==> src/rtl/array_result_collector_pkg.sv <==
// Shared definitions for the compute-array row result collector.
// State encoding and payload width agreed with the array and stage controller.
package array_result_collector_pkg;

  localparam int unsigned ARC_DATA_W = 32;

  typedef enum logic [1:0] {
    ST_IDLE,
    ST_COLLECT,
    ST_DRAIN,
    ST_DONE
  } arc_state_e;

endpackage

==> src/rtl/sync_fifo_reg.sv <==
// Synchronous FIFO with a registered head; a full FIFO accepts a push
// only when a pop happens in the same cycle.
module sync_fifo_reg #(
  parameter int W     = 33,
  parameter int DEPTH = 16
) (
  input  logic         clk,
  input  logic         rst_n,
  input  logic         push,
  input  logic [W-1:0] wdata,
  input  logic         ready,
  output logic         rvalid,
  output logic [W-1:0] rdata,
  output logic         full,
  output logic         empty
);

  localparam int AW = (DEPTH > 1) ? $clog2(DEPTH) : 1;
  localparam int CW = AW + 1;

  logic [W-1:0]  mem_q [DEPTH];
  logic [AW-1:0] wr_q, wr_d;
  logic [AW-1:0] rd_q, rd_d;
  logic [CW-1:0] cnt_q, cnt_d;
  logic [CW-1:0] rem;
  logic [W-1:0]  out_q, out_d;
  logic          vld_q, vld_d;
  logic          pop, wr_en;

  // Pointer/count update and next head selection.
  always_comb begin
    pop   = vld_q & ready;
    full  = (cnt_q == CW'(DEPTH));
    wr_en = push & (~full | pop);
    cnt_d = cnt_q + CW'(wr_en) - CW'(pop);
    wr_d  = wr_en ? wr_q + AW'(1) : wr_q;
    rd_d  = pop ? rd_q + AW'(1) : rd_q;
    rem   = cnt_q - CW'(pop);
    vld_d = (cnt_d != '0);
    out_d = '0;
    if (cnt_d != '0) begin
      if (rem == '0) out_d = wdata;
      else           out_d = mem_q[rd_d];
    end
  end

  // Storage array, no reset needed.
  always_ff @(posedge clk) begin
    if (wr_en) mem_q[wr_q] <= wdata;
  end

  // Pointers, occupancy and registered head.
  always_ff @(posedge clk or negedge rst_n) begin
    if (!rst_n) begin
      wr_q  <= '0;
      rd_q  <= '0;
      cnt_q <= '0;
      out_q <= '0;
      vld_q <= 1'b0;
    end else begin
      wr_q  <= wr_d;
      rd_q  <= rd_d;
      cnt_q <= cnt_d;
      out_q <= out_d;
      vld_q <= vld_d;
    end
  end

  assign rvalid = vld_q;
  assign rdata  = out_q;
  assign empty  = ~vld_q;

endmodule

==> src/rtl/array_result_collector.sv <==
// Collects one row's west-port beat stream per stage and re-emits it
// as AXI-Stream with tlast, reporting done/timeout/overflow.
module array_result_collector
  import array_result_collector_pkg::*;
#(
  parameter int DATA_W  = ARC_DATA_W,
  parameter int DEPTH   = 16,
  parameter int CNT_W   = 16,
  parameter int TIMEOUT = 64
) (
  input  logic              clk,
  input  logic              rst_n,
  input  logic              stage_start,
  input  logic [CNT_W-1:0]  expected_cnt,
  input  logic              in_tvalid,
  input  logic [DATA_W-1:0] in_tdata,
  output logic              m_axis_tvalid,
  output logic [DATA_W-1:0] m_axis_tdata,
  output logic              m_axis_tlast,
  input  logic              m_axis_tready,
  output logic [CNT_W-1:0]  beat_cnt,
  output logic              stage_done,
  output logic              timeout_err,
  output logic              overflow
);

  localparam int IW = $clog2(TIMEOUT + 1);
  localparam int NW = CNT_W + 1;

  arc_state_e       state_q, state_d;
  logic             stage_q;
  logic [CNT_W-1:0] exp_q, exp_d;
  logic [CNT_W-1:0] beat_cnt_q, beat_cnt_d;
  logic [IW-1:0]    idle_q, idle_d;
  logic             tmo_q, tmo_d;
  logic             ovf_q, ovf_d;
  logic             done_q, done_d;

  logic             stage_rise, pop, beat, is_last;
  logic [NW-1:0]    nxt;
  logic             fifo_full, fifo_empty;
  logic [DATA_W:0]  fifo_rdata;

  // Stage FSM, beat accounting and sticky flags.
  always_comb begin
    stage_rise = stage_start & ~stage_q;
    pop        = m_axis_tvalid & m_axis_tready;
    beat       = (state_q == ST_COLLECT) & in_tvalid & ~stage_rise;
    nxt        = {1'b0, beat_cnt_q} + NW'(1);
    is_last    = (nxt == {1'b0, exp_q});
    state_d    = state_q;
    exp_d      = exp_q;
    beat_cnt_d = beat_cnt_q;
    idle_d     = idle_q;
    tmo_d      = tmo_q;
    ovf_d      = ovf_q;
    if (stage_rise) begin
      exp_d      = expected_cnt;
      beat_cnt_d = '0;
      idle_d     = '0;
      tmo_d      = 1'b0;
      ovf_d      = 1'b0;
      state_d    = ST_COLLECT;
    end else begin
      unique case (state_q)
        ST_IDLE: ;
        ST_COLLECT: begin
          idle_d = in_tvalid ? '0 : idle_q + IW'(1);
          if (beat) begin
            if (~&beat_cnt_q) beat_cnt_d = beat_cnt_q + CNT_W'(1);
            if (fifo_full & ~pop) ovf_d = 1'b1;
          end
          if (beat & is_last) begin
            state_d = ST_DRAIN;
          end else if (exp_q == '0) begin
            state_d = ST_DRAIN;
          end else if (idle_d == IW'(TIMEOUT)) begin
            state_d = ST_DRAIN;
            tmo_d   = 1'b1;
          end
        end
        ST_DRAIN: if (fifo_empty) state_d = ST_DONE;
        ST_DONE:  state_d = ST_IDLE;
        default:  state_d = ST_IDLE;
      endcase
    end
    done_d = (state_d == ST_DONE);
  end

  // Collector state registers.
  always_ff @(posedge clk or negedge rst_n) begin
    if (!rst_n) begin
      state_q    <= ST_IDLE;
      stage_q    <= 1'b0;
      exp_q      <= '0;
      beat_cnt_q <= '0;
      idle_q     <= '0;
      tmo_q      <= 1'b0;
      ovf_q      <= 1'b0;
      done_q     <= 1'b0;
    end else begin
      state_q    <= state_d;
      stage_q    <= stage_start;
      exp_q      <= exp_d;
      beat_cnt_q <= beat_cnt_d;
      idle_q     <= idle_d;
      tmo_q      <= tmo_d;
      ovf_q      <= ovf_d;
      done_q     <= done_d;
    end
  end

  sync_fifo_reg #(
    .W     (DATA_W + 1),
    .DEPTH (DEPTH)
  ) u_fifo (
    .clk    (clk),
    .rst_n  (rst_n),
    .push   (beat),
    .wdata  ({is_last, in_tdata}),
    .ready  (m_axis_tready),
    .rvalid (m_axis_tvalid),
    .rdata  (fifo_rdata),
    .full   (fifo_full),
    .empty  (fifo_empty)
  );

  assign m_axis_tdata = fifo_rdata[DATA_W-1:0];
  assign m_axis_tlast = fifo_rdata[DATA_W];
  assign beat_cnt     = beat_cnt_q;
  assign stage_done   = done_q;
  assign timeout_err  = tmo_q;
  assign overflow     = ovf_q;

endmodule

==> config.mk <==
export PLATFORM = sky130hd
export DESIGN_NAME = array_result_collector
export DESIGN_NICKNAME = d
export VERILOG_FILES = /design/src/rtl/array_result_collector_pkg.sv /design/src/rtl/sync_fifo_reg.sv /design/src/rtl/array_result_collector.sv
export SDC_FILE = /design/constraint.sdc
export NUM_CORES = 1
export LEC_CHECK = 0
export BUFFER_PORTS_ARGS = -buffer_cell sky130_fd_sc_hd__buf_2
export CAP_MARGIN = 10
export CORE_MARGIN = 8
export CORE_UTILIZATION = 35
export DETAILED_ROUTE_END_ITERATION = 6
export HOLD_SLACK_MARGIN = 0.12
export PLACE_DENSITY = 0.46
export SKIP_LAST_GASP = 1
export SLEW_MARGIN = 20
export SYNTH_ARGS = -nofsm -noshare
export SYNTH_HDL_FRONTEND = slang
export SYNTH_SLANG_ARGS = --single-unit
==> constraint.sdc <==
create_clock -name clk -period 5.4 [get_ports clk]
set_input_delay 1.08 -clock clk [delete_from_list [all_inputs] [get_ports clk]]
set_output_delay 1.08 -clock clk [all_outputs]
set_load 0.05 [all_outputs]
==> results.json <==
{
  "status": "finished, final reports clean",
  "row_count": 98,
  "syn-num-nets": 1800,
  "holdWs_ps": 497,
  "placed_cell_area_um2": 27200,
  "grt_max_degree": 75,
  "drt_iter0_drc": 977,
  "path_max_fanout": 31,
  "criticalPathCategory": "input pin to flip-flop",
  "clkLatencyLatePin_ps": 600,
  "cp-end-kind": "flip-flop",
  "synth_top_area_cell": "edfxtp_1",
  "slew_headroom": 0.255,
  "leakage_nw": 10.3,
  "start_util": 0.353,
  "synthTopCellsByArea": "edfxtp_1 63%, dfrtp_1 9.1%, nand2_1 4.9%",
  "drv_cap": 0,
  "grt_use_total": 0.158,
  "tns_ps": 0,
  "numPortBuffers": 105,
  "avgSynthCellArea_um2": 14.6,
  "synth_warnings": 0,
  "gp_congestion": 0.753,
  "die_w_um": 285,
  "startpoint": "m_axis_tready",
  "multi_input_area_um2": 6780,
  "final.period_utilization": 0.790,
  "setup.worst_path.start_class": "input pin",
  "grt_pass1_wl_mm": 98.1,
  "drcViolationCount": 0,
  "grt_pass1_vias": 15100,
  "power_density_nw_per_um2": 570,
  "min_period_ps": 4260,
  "skew_ps": 17.6,
  "firstDrtPassIters": 5,
  "rsz0062_at_grt": "false",
  "r2r_slack_ps": 1250,
  "fin_nets": 1923,
  "ant_nets": 0,
  "drive_gt1_frac": 0.172,
  "post_cts_resized": 0,
  "fillers": 6506,
  "r2r_end": "u_fifo.rdata[4]",
  "syn_area_um2": 25300,
  "antenna_found_initial": 8,
  "path_clk_slew_ps": 60,
  "ys_types": 72,
  "worst_hold_path_type": "flip-flop to flip-flop",
  "die-area_um2": 81000,
  "cts.sinks": 620,
  "grt_overflow": 0,
  "synth-seq-cells": 620,
  "worstMarginPinSlew_ps": 1120,
  "wire_per_inst_um": 22.6,
  "arrival_ps": 4720,
  "fmax_mhz": 235,
  "h-tree-depth": 3,
  "drv_slew": 0,
  "ys_seq_area_frac": 0.719,
  "die_h_um": 285,
  "seqCellArea_um2": 18200,
  "cts-root-buf": "clkbuf_16",
  "ctsHoldBuffers": 0,
  "area_growth_pct": 16.6,
  "cts_buffers": 71,
  "hold_viol_final": 0,
  "stdcell_area_um2": 29400,
  "reg2reg_from": "u_fifo.rvalid",
  "io_pins": 106,
  "syn_inst": 1731,
  "postCtsSetupBuffers": 0,
  "synth_top_area_frac": 0.628,
  "cp-endpoint": "u_fifo.rdata[4]",
  "core_um2": 71500,
  "final_core_util": 0.412,
  "synthArstFlopShare": 0.148,
  "ir_worst_vdd_mv": 0.457,
  "setup_viol": 0,
  "cts.path.max_buffers": 3,
  "synthFlopType": "edfxtp_1",
  "wl_mm": 64.8,
  "dr_total_vias": 14700,
  "tritoncts": "done",
  "hpwl_mm": 36.8,
  "critPathRequiredTime_ps": 5850,
  "rr_worst_depth": 15,
  "via_per_inst": 5.12,
  "synth_edf_count": 528
}
==> layout make-up <==
| cell class | count | area share |
|---|---|---|
| Inverter | 28 | 0.00383 |
| Tap cell | 950 | 0.0404 |
| Antenna cell | 2 | 0.000170 |
| Timing Repair Buffer | 144 | 0.0313 |
| Sequential cell | 620 | 0.617 |
| Clock inverter | 37 | 0.0121 |
| Clock buffer | 94 | 0.0650 |
| Multi-Input combinational cell | 989 | 0.230 |
==> state kept, by name, indices dropped and copies added (netlist names) <==
| signal | cells |
|---|---|
| u_fifo.mem_q | 528 |
| u_fifo.rdata | 33 |
| beat_cnt | 16 |
| exp_q | 16 |
| idle_q | 7 |
| u_fifo.cnt_q | 5 |
| u_fifo.rd_q | 4 |
| u_fifo.wr_q | 4 |
| state_q | 2 |
| overflow | 1 |
| stage_done | 1 |
| stage_q | 1 |
| timeout_err | 1 |
| u_fifo.rvalid | 1 |
==> worst max-delay path, stage by stage <==
cell and delay (ps):
buf_2 120, nand2_1 240, inv_1 450, ha_1 320, inv_1 80, ha_1 160
inv_1 60, fa_1 430, o21bai_1 140, a21oi_1 90, xor2_1 320, inv_1 130
o311ai_2 290, buf_4 470, nand4b_1 180, o211ai_1 110
==> layout by cell type (no fill, tap or decap), types with 15 or more instances in the layout <==
| cell type | instances |
|---|---|
| xnor2_1 | 33 |
| dfrtp_1 | 92 |
| ha_1 | 15 |
| mux2_2 | 16 |
| nand4_1 | 17 |
| clkbuf_16 | 71 |
| nor2_1 | 31 |
| mux2i_1 | 123 |
| o21ai_0 | 16 |
| a32oi_1 | 31 |
| a21oi_1 | 20 |
| o211ai_1 | 35 |
| nand4b_1 | 32 |
| mux4_2 | 24 |
| nand2_1 | 333 |
| buf_4 | 32 |
| nor3_1 | 17 |
| nand3_1 | 116 |
| inv_1 | 26 |
| clkbuf_1 | 18 |
| buf_2 | 104 |
| edfxtp_1 | 528 |
==> worst min path at each step <==
stage	end	cells past startpoint	start	slack [ps]
after detailed placement	timeout_err	2	timeout_err	500
after CTS	timeout_err	2	timeout_err	510
after floorplan	u_fifo.wr_q[2]	1	u_fifo.wr_q[2]	510
after global placement	timeout_err	2	timeout_err	510
after global routing	timeout_err	2	timeout_err	530
final	timeout_err	2	timeout_err	500
==> layer usage <==
layer | share of wire | routed length [um] | global-route usage | vias to the layer above
met5 | 0.00032 | 21 | 0 | -
met4 | 0.021 | 1380 | 0.0395 | 4
met3 | 0.042 | 2730 | 0.0325 | 95
met2 | 0.48 | 31200 | 0.261 | 312
met1 | 0.45 | 29400 | 0.212 | 7473
li1 | - | - | - | 6782
==> report_power, final <==
part | total, mW | leakage [nW] | switching, mW | internal [mW]
logic | 5.96 | 3.26 | 3.94 | 2.02
registers | 6.13 | 5.90 | 0.346 | 5.78
clock network | 4.68 | 1.11 | 1.93 | 2.75
==> through the flow <==
| step | instances | total power [mW] | setup WS [ps] |
|---|---|---|---|
| detailed placement | 2731 | 12.3 | 599 |
| finish | 2864 | 16.8 | 1140 |
| global route | 2862 | 17.7 | 897 |
| global placement | 2731 | 12.2 | 663 |
| CTS | 2862 | 17.0 | 1210 |
| floorplan | 1731 | 10.2 | 369 |
==> logic make-up after synthesis <==
| group | after synthesis | share of synthesized area |
|---|---|---|
| and+or+nand+nor | 622 | 0.118 |
| DFF | 620 | 0.719 |
| muxes | 163 | 0.0773 |
| AOI/OAI and AO/OA | 144 | 0.0432 |
| buffers and inverters | 122 | 0.0193 |
| xor gates and xnor gates | 44 | 0.0153 |
| adders and majority gates | 16 | 0.00823 |
==> synth_stat cells, types with 17 or more instances <==
master / instances
a32oi_1: 31
mux4_2: 24
dfrtp_1: 92
nor2_1: 36
xnor2_1: 33
mux2i_1: 123
nand3_1: 117
buf_2: 17
o211ai_1: 35
nand2_1: 333
inv_1: 27
edfxtp_1: 528
nor3_1: 21
nand4b_1: 32
nand4_1: 17
clkbuf_1: 64
a21oi_1: 21
Note: power is estimated with default switching activity, not from simulation.
